[src/rtl/ov_cap_pkg.sv]
// ov_cap_pkg
// Shared definitions for the OV7670-class pixel capture front end: capture FSM
// states, YUV->RGB conversion coefficients (Q8 fixed point), the chroma offset
// and the bit positions of the RGB333 fields.
package ov_cap_pkg;

    typedef enum logic {
        WAIT_FRAME = 1'b0,
        CAPTURE    = 1'b1
    } cap_state_t;

    // Q8 coefficients: 1.402, 0.344, 0.714, 1.772 scaled by 256.
    localparam logic signed [19:0] COEF_RV = 20'sd359;
    localparam logic signed [19:0] COEF_GU = 20'sd88;
    localparam logic signed [19:0] COEF_GV = 20'sd183;
    localparam logic signed [19:0] COEF_BU = 20'sd454;

    localparam logic signed [19:0] UV_OFFSET = 20'sd128;

    // LSB position of each 3-bit channel inside the 9-bit RGB333 word.
    localparam int RGB_R_LSB = 6;
    localparam int RGB_G_LSB = 3;
    localparam int RGB_B_LSB = 0;

endpackage

[src/rtl/ov_yuv_rgb333.sv]
// ov_yuv_rgb333
// Purely combinational conversion of one YUYV group to an RGB333 sample.
// Only Y0 is used for luma; Y1 shares the chroma but is not converted.
//
// Ports:
//   yuv  in  32  {Y0, U, Y1, V}
//   rgb  out  9  {R[2:0], G[2:0], B[2:0]}
//
// Build option: define OVCAP_GRAY_EN to replace the colour matrix with a
// grayscale output {Y0[7:5], Y0[7:5], Y0[7:5]} (no multipliers, U/V ignored).
module ov_yuv_rgb333
    import ov_cap_pkg::*;
(
    input  logic [31:0] yuv,
    output logic [8:0]  rgb
);

    logic [7:0] unused_y1;
    assign unused_y1 = yuv[15:8];

`ifdef OVCAP_GRAY_EN

    logic [15:0] unused_uv;
    assign unused_uv = {yuv[23:16], yuv[7:0]};

    always_comb begin
        rgb = '0;
        rgb[RGB_R_LSB +: 3] = yuv[31:29];
        rgb[RGB_G_LSB +: 3] = yuv[31:29];
        rgb[RGB_B_LSB +: 3] = yuv[31:29];
    end

`else

    // Clamp a floored channel value to 0..255 and keep its top three bits.
    function automatic logic [2:0] sat_msb3(input logic signed [19:0] x);
        logic [7:0] c;
        if (x < 20'sd0)
            c = 8'd0;
        else if (x > 20'sd255)
            c = 8'hFF;
        else
            c = x[7:0];
        return c[7:5];
    endfunction

    logic signed [19:0] y0_s;
    logic signed [19:0] u_s;
    logic signed [19:0] v_s;
    logic signed [19:0] r_val;
    logic signed [19:0] g_val;
    logic signed [19:0] b_val;

    // Worst-case sums stay within +/-2^17, so 20 bits never overflow; the
    // arithmetic right shift floors negative sums toward -inf.
    always_comb begin
        y0_s  = $signed({12'd0, yuv[31:24]});
        u_s   = $signed({12'd0, yuv[23:16]}) - UV_OFFSET;
        v_s   = $signed({12'd0, yuv[7:0]})   - UV_OFFSET;
        r_val = ((y0_s <<< 8) + COEF_RV * v_s) >>> 8;
        g_val = ((y0_s <<< 8) - COEF_GU * u_s - COEF_GV * v_s) >>> 8;
        b_val = ((y0_s <<< 8) + COEF_BU * u_s) >>> 8;
        rgb = '0;
        rgb[RGB_R_LSB +: 3] = sat_msb3(r_val);
        rgb[RGB_G_LSB +: 3] = sat_msb3(g_val);
        rgb[RGB_B_LSB +: 3] = sat_msb3(b_val);
    end

`endif

endmodule

[src/rtl/ov_pixel_capture.sv]
// ov_pixel_capture
// Capture front end for an OV7670-class sensor in YUV422 mode, running on the
// sensor pixel clock. Assembles byte pairs into 16-bit words, pairs words into
// YUYV groups converted to RGB333, and flags the end of each frame.
//
// Ports:
//   p_clock      in   1   sensor pixel clock
//   rst          in   1   synchronous active-high reset
//   vsync        in   1   high during vertical blanking
//   href         in   1   high while line bytes are valid
//   p_data       in   8   sensor data byte
//   pixel_data   out 16   assembled word {first byte, second byte}
//   pixel_valid  out  1   one-cycle strobe, pixel_data valid
//   frame_done   out  1   one-cycle strobe after vsync rises during capture
//   rgb          out  9   {R,G,B} RGB333, combinational from the word pair
//   rgb_valid    out  1   rgb valid, on every second word of a line
//
// Build option: OVCAP_GRAY_EN (see ov_yuv_rgb333) selects grayscale output.
module ov_pixel_capture
    import ov_cap_pkg::*;
(
    input  logic        p_clock,
    input  logic        rst,
    input  logic        vsync,
    input  logic        href,
    input  logic [7:0]  p_data,
    output logic [15:0] pixel_data,
    output logic        pixel_valid,
    output logic        frame_done,
    output logic [8:0]  rgb,
    output logic        rgb_valid
);

    cap_state_t  state;
    cap_state_t  state_d;
    logic        vsync_q;
    logic        byte_phase;
    logic        byte_phase_d;
    logic        pair_phase;
    logic        pair_phase_d;
    logic        pixel_valid_d;
    logic        rgb_valid_d;
    logic        frame_done_d;
    logic        load_hi;
    logic        load_lo;
    logic [15:0] prev_word;

    always_comb begin
        state_d       = state;
        byte_phase_d  = byte_phase;
        pair_phase_d  = pair_phase;
        pixel_valid_d = 1'b0;
        rgb_valid_d   = 1'b0;
        frame_done_d  = 1'b0;
        load_hi       = 1'b0;
        load_lo       = 1'b0;
        case (state)
            WAIT_FRAME: begin
                byte_phase_d = 1'b0;
                pair_phase_d = 1'b0;
                if (vsync_q && !vsync)
                    state_d = CAPTURE;
            end
            CAPTURE: begin
                if (vsync) begin
                    // Blanking starts: end the frame and drop any partial line.
                    state_d      = WAIT_FRAME;
                    frame_done_d = 1'b1;
                    byte_phase_d = 1'b0;
                    pair_phase_d = 1'b0;
                end else if (href) begin
                    byte_phase_d = ~byte_phase;
                    if (!byte_phase) begin
                        load_hi = 1'b1;
                    end else begin
                        load_lo       = 1'b1;
                        pixel_valid_d = 1'b1;
                        rgb_valid_d   = pair_phase;
                        pair_phase_d  = ~pair_phase;
                    end
                end else begin
                    byte_phase_d = 1'b0;
                    pair_phase_d = 1'b0;
                end
            end
            default: state_d = WAIT_FRAME;
        endcase
    end

    always_ff @(posedge p_clock) begin
        if (rst) begin
            state       <= WAIT_FRAME;
            vsync_q     <= 1'b0;
            byte_phase  <= 1'b0;
            pair_phase  <= 1'b0;
            pixel_valid <= 1'b0;
            rgb_valid   <= 1'b0;
            frame_done  <= 1'b0;
            pixel_data  <= '0;
            prev_word   <= '0;
        end else begin
            state       <= state_d;
            vsync_q     <= vsync;
            byte_phase  <= byte_phase_d;
            pair_phase  <= pair_phase_d;
            pixel_valid <= pixel_valid_d;
            rgb_valid   <= rgb_valid_d;
            frame_done  <= frame_done_d;
            if (load_hi)
                pixel_data[15:8] <= p_data;
            if (load_lo) begin
                pixel_data[7:0] <= p_data;
                // First word of a pair is kept so the second word can be
                // converted together with it.
                if (!pair_phase)
                    prev_word <= {pixel_data[15:8], p_data};
            end
        end
    end

    ov_yuv_rgb333 u_yuv_rgb333 (
        .yuv (({prev_word, pixel_data})),
        .rgb (rgb)
    );

endmodule

[config.mk]
export PLATFORM = sky130hd
export DESIGN_NAME = ov_pixel_capture
export DESIGN_NICKNAME = d
export VERILOG_FILES = /design/src/rtl/ov_cap_pkg.sv /design/src/rtl/ov_yuv_rgb333.sv /design/src/rtl/ov_pixel_capture.sv
export SDC_FILE = /design/constraint.sdc
export NUM_CORES = 1
export LEC_CHECK = 0
export CAP_MARGIN = 0
export CORE_MARGIN = 5
export CORE_UTILIZATION = 40
export CTS_CLUSTER_DIAMETER = 120
export DETAILED_ROUTE_END_ITERATION = 6
export PLACE_DENSITY_LB_ADDON = 0.25
export SLEW_MARGIN = 10
export SYNTH_ARGS = -nofsm -noshare
export SYNTH_HDL_FRONTEND = slang
export SYNTH_SLANG_ARGS = --single-unit
[constraint.sdc]
create_clock -name p_clock -period 10 [get_ports p_clock]
set_input_delay 2 -clock p_clock [delete_from_list [all_inputs] [get_ports p_clock]]
set_output_delay 2 -clock p_clock [all_outputs]
set_load 0.02 [all_outputs]
==> results.cfg <==
[global_routing]
grt_max_degree = 38
antenna_found_initial = 0
met1_usage_pct = 23.0
gr-max-usage-layer = met2
grt_pass1_wl_um = 28700
use_met2_pct = 26.9
gr-total-overflow = 0
grt.met3_usage_pct = 1.52
grt_usage_pct = 16.0
grt_pass1_vias = 5769

[finish]
final_util_pct = 45.3
syn_to_final_growth_pct = 11.3
drive_gt1_share_pct = 3.29
final_nets = 1184
n_antenna_cell = 0
stdcell_count = 1145

[detailed_routing]
vias = 5766
drt_iter0_drc = 255
drt-total-wl_um = 17000
first_pass_iters = 5
ant_nets = 0
wire_per_inst_um = 14.8
drc = 0
via_per_inst = 5.04

[place]
hpwl_um = 14300
dp_cells = 1137
place.gp.congestion = 0.914
place_ws_ns = 1.19
numPortBuffers = 39

[sta]
setup_viol = 0
rsz0062_at_grt = no
hold_violations = 0
tns_ns = 0
fin_crit_sh_pct = 91.5
tightest_slew_ns = 1.11
timing.fmax_mhz = 109
period_minus_slack_ns = 9.15
slew_headroom_pct = 25.6
finalWorstSetupSlack_ns = 0.855
finClkSkew_ns = 0.00626
slew_viol_final = 0

[synthesis]
async_reset_ff_share_pct = 0
synth_area_per_cell_um2 = 8.77
synth_area_mm2 = 0.00763
synth_flop_cell = dfxtp_1
netlist_instances = 870
synth-seq-cells = 39
ys_seq_area_share_pct = 10.2
synth_cell_type_count = 59
ys_warn_count = 0
syn-num-nets = 1144
synth_edf_count = 0

[clocking]
path_clk_slew_ns = 0.06
clk_path_buf_depth = 2
hold_buffers = 0
ctsResizeCount = 0
clk_latency_ns = 0.28
clock-root-buffer = clkbuf_16
post-cts-setup-buffers = 0
cts.sinks = 39
cts_tree = done
htree_levels = 2
numCtsBuffers = 5

[floorplan]
row_count = 50
ioPinCount = 40
core-area_mm2 = 0.0188
dieArea_mm2 = 0.0219
initial_core_util_pct = 40.6
die_h_um = 148
die_w_um = 148

[power_and_ir_drop]
p_leak_nw = 4.12
p_per_area_mw_per_mm2 = 44.9
ir_drop_mv = 0.0884

[setup_path]
crit_chain = ha_1 > inv_1 > fa_1 > inv_1 > ha_1 > o21a_1 > a21oi_1 > o21ai_0 > a21oi_1 > xnor2_1 > ha_1 > fa_1 > fa_1 > fa_1 > inv_1 > ha_1 > a2111oi_0 > a211o_1 > a21o_1 > a31oi_1 > a211oi_1 > nor3_1 > nor3_1 > clkdlybuf4s50_1
crit_start = prev_word[3]$_SDFFE_PP0P_
critical-path-top-delay-family = adder cells
cp_max_fo = 7
cpPeakStageDelay_ns = 0.63
worstReg2RegStart = state$_SDFF_PP0_
cp_num_buf_inv = 4
endpoint_kind = primary output
cp.required_ns = 8.00
cp_slowest_cell = clkdlybuf4s50_1
worstSetupPathType = reg2out
cp.arrival_ns = 7.15
critPathLaunchType = register

[run_status]
status = finished clean

[hold_path]
min_path_type = reg2reg
hp-start = vsync_q$_SDFF_PP0_

[job]
max-cap-violations = 0
[layout make-up]
class | count | area [um2]
multi-input cells | 630 | 6090
clock buffers | 6 | 129
inverters | 189 | 709
fillers | 1891 | 10300
clock inverters | 2 | 60.1
well taps | 234 | 293
flip-flops and latches | 39 | 781
repair buffers | 45 | 435
[stage by stage]
| step | total power [W] | instance area (um2) | hold slack [ns] |
|---|---|---|---|
| 2_1_floorplan | 0.000168 | 7630 | 0.440 |
| 6_report | 0.000381 | 8490 | 0.464 |
| 4_1_cts | 0.000385 | 8490 | 0.465 |
| 3_3_place_gp | 0.000178 | 8310 | 0.450 |
| 3_5_place_dp | 0.000178 | 8310 | 0.453 |
| 5_1_grt | 0.000393 | 8490 | 0.500 |
[routing by layer]
layer,vias up,share of wire [%]
met1,2757,50
met2,82,46
li1,2912,-
met4,0,1.4
met3,15,2.7
met5,-,0
[cells in the final DEF (no fill, tap or decap), types with 4 or more instances in the layout]
| cell | n |
|---|---|
| clkdlybuf4s50_1 | 39 |
| clkbuf_16 | 5 |
| o21a_1 | 9 |
| fa_1 | 91 |
| dfxtp_1 | 39 |
| o21ai_0 | 20 |
| or2_2 | 4 |
| nor3_1 | 22 |
| buf_4 | 6 |
| nor2_1 | 31 |
| and2_1 | 8 |
| nand3_1 | 7 |
| a21o_1 | 7 |
| or3_1 | 6 |
| nand2_1 | 86 |
| xnor2_1 | 27 |
| a31oi_1 | 4 |
| o21ai_1 | 5 |
| nor2b_1 | 5 |
| inv_1 | 188 |
| a211oi_1 | 6 |
| a21oi_1 | 62 |
| ha_1 | 171 |
| xor2_1 | 10 |
[worst reg2reg max path, stage by stage, from the launching register on]
cell     delay, ns
dfxtp_1       0.35
nand2_1       0.09
nor2_1        0.11
nand2_1       0.23
nor2_1        0.91
nand2_1       0.27
a21oi_1       0.18
[sequential cells by signal (all words and copies together) (netlist names)]
name	cells
rgb_valid	1
prev_word	16
pair_phase	1
vsync_q	1
frame_done	1
byte_phase	1
state	1
pixel_data	16
pixel_valid	1
[cells in the mapped netlist, types with 2 or more instances]
library cell	instances	area share [%]
a2111oi_0	2	0.23
a211o_1	2	0.23
a211oi_1	6	0.59
a21o_1	7	0.69
a21oi_1	62	4.1
a221oi_1	3	0.34
a31o_2	2	0.23
a31oi_1	4	0.33
a41o_1	2	0.26
and2_1	8	0.66
and3_1	3	0.25
buf_1	2	0.098
clkbuf_1	9	0.44
dfxtp_1	39	10
fa_1	91	24
ha_1	171	28
inv_1	188	9.3
mux2i_1	3	0.39
nand2_1	86	4.2
nand2b_1	3	0.25
nand3_1	7	0.46
nand4_1	2	0.16
nor2_1	31	1.5
nor2b_1	5	0.41
nor3_1	22	1.4
o21a_1	9	0.89
o21ai_0	20	1.3
o21ai_1	5	0.33
o21bai_1	2	0.20
o311ai_1	2	0.23
or2_2	4	0.33
or3_1	6	0.49
xnor2_1	27	3.1
xor2_1	10	1.1
[where the power goes]
part	internal, W	switching (W)	total (W)
Combinational	0.00000830	0.00000961	0.0000179
Sequential	0.000156	0.000000466	0.000157
Clock	0.000143	0.0000638	0.000207
[final timing paths]
kind,slack (ns),cells after the start,to
worst min register to register,0.46,2,state$_SDFF_PP0_
worst max-delay path,0.85,24,rgb[3]
worst max register to register,7.80,6,prev_word[0]$_SDFFE_PP0P_
worst min-delay path,0.46,2,state$_SDFF_PP0_
[kinds of logic after synthesis]
| group | count (synthesis) | share of synthesized area [%] |
|---|---|---|
| compound gates | 143 | 12.1 |
| xor+xnor | 37 | 4.25 |
| flops | 39 | 10.2 |
| buf+inv | 201 | 9.97 |
| mux | 4 | 0.541 |
| fa+ha+maj | 262 | 51.9 |
| simple gates | 184 | 11.0 |
No activity file was read; power rests on OpenSTA's default activity.
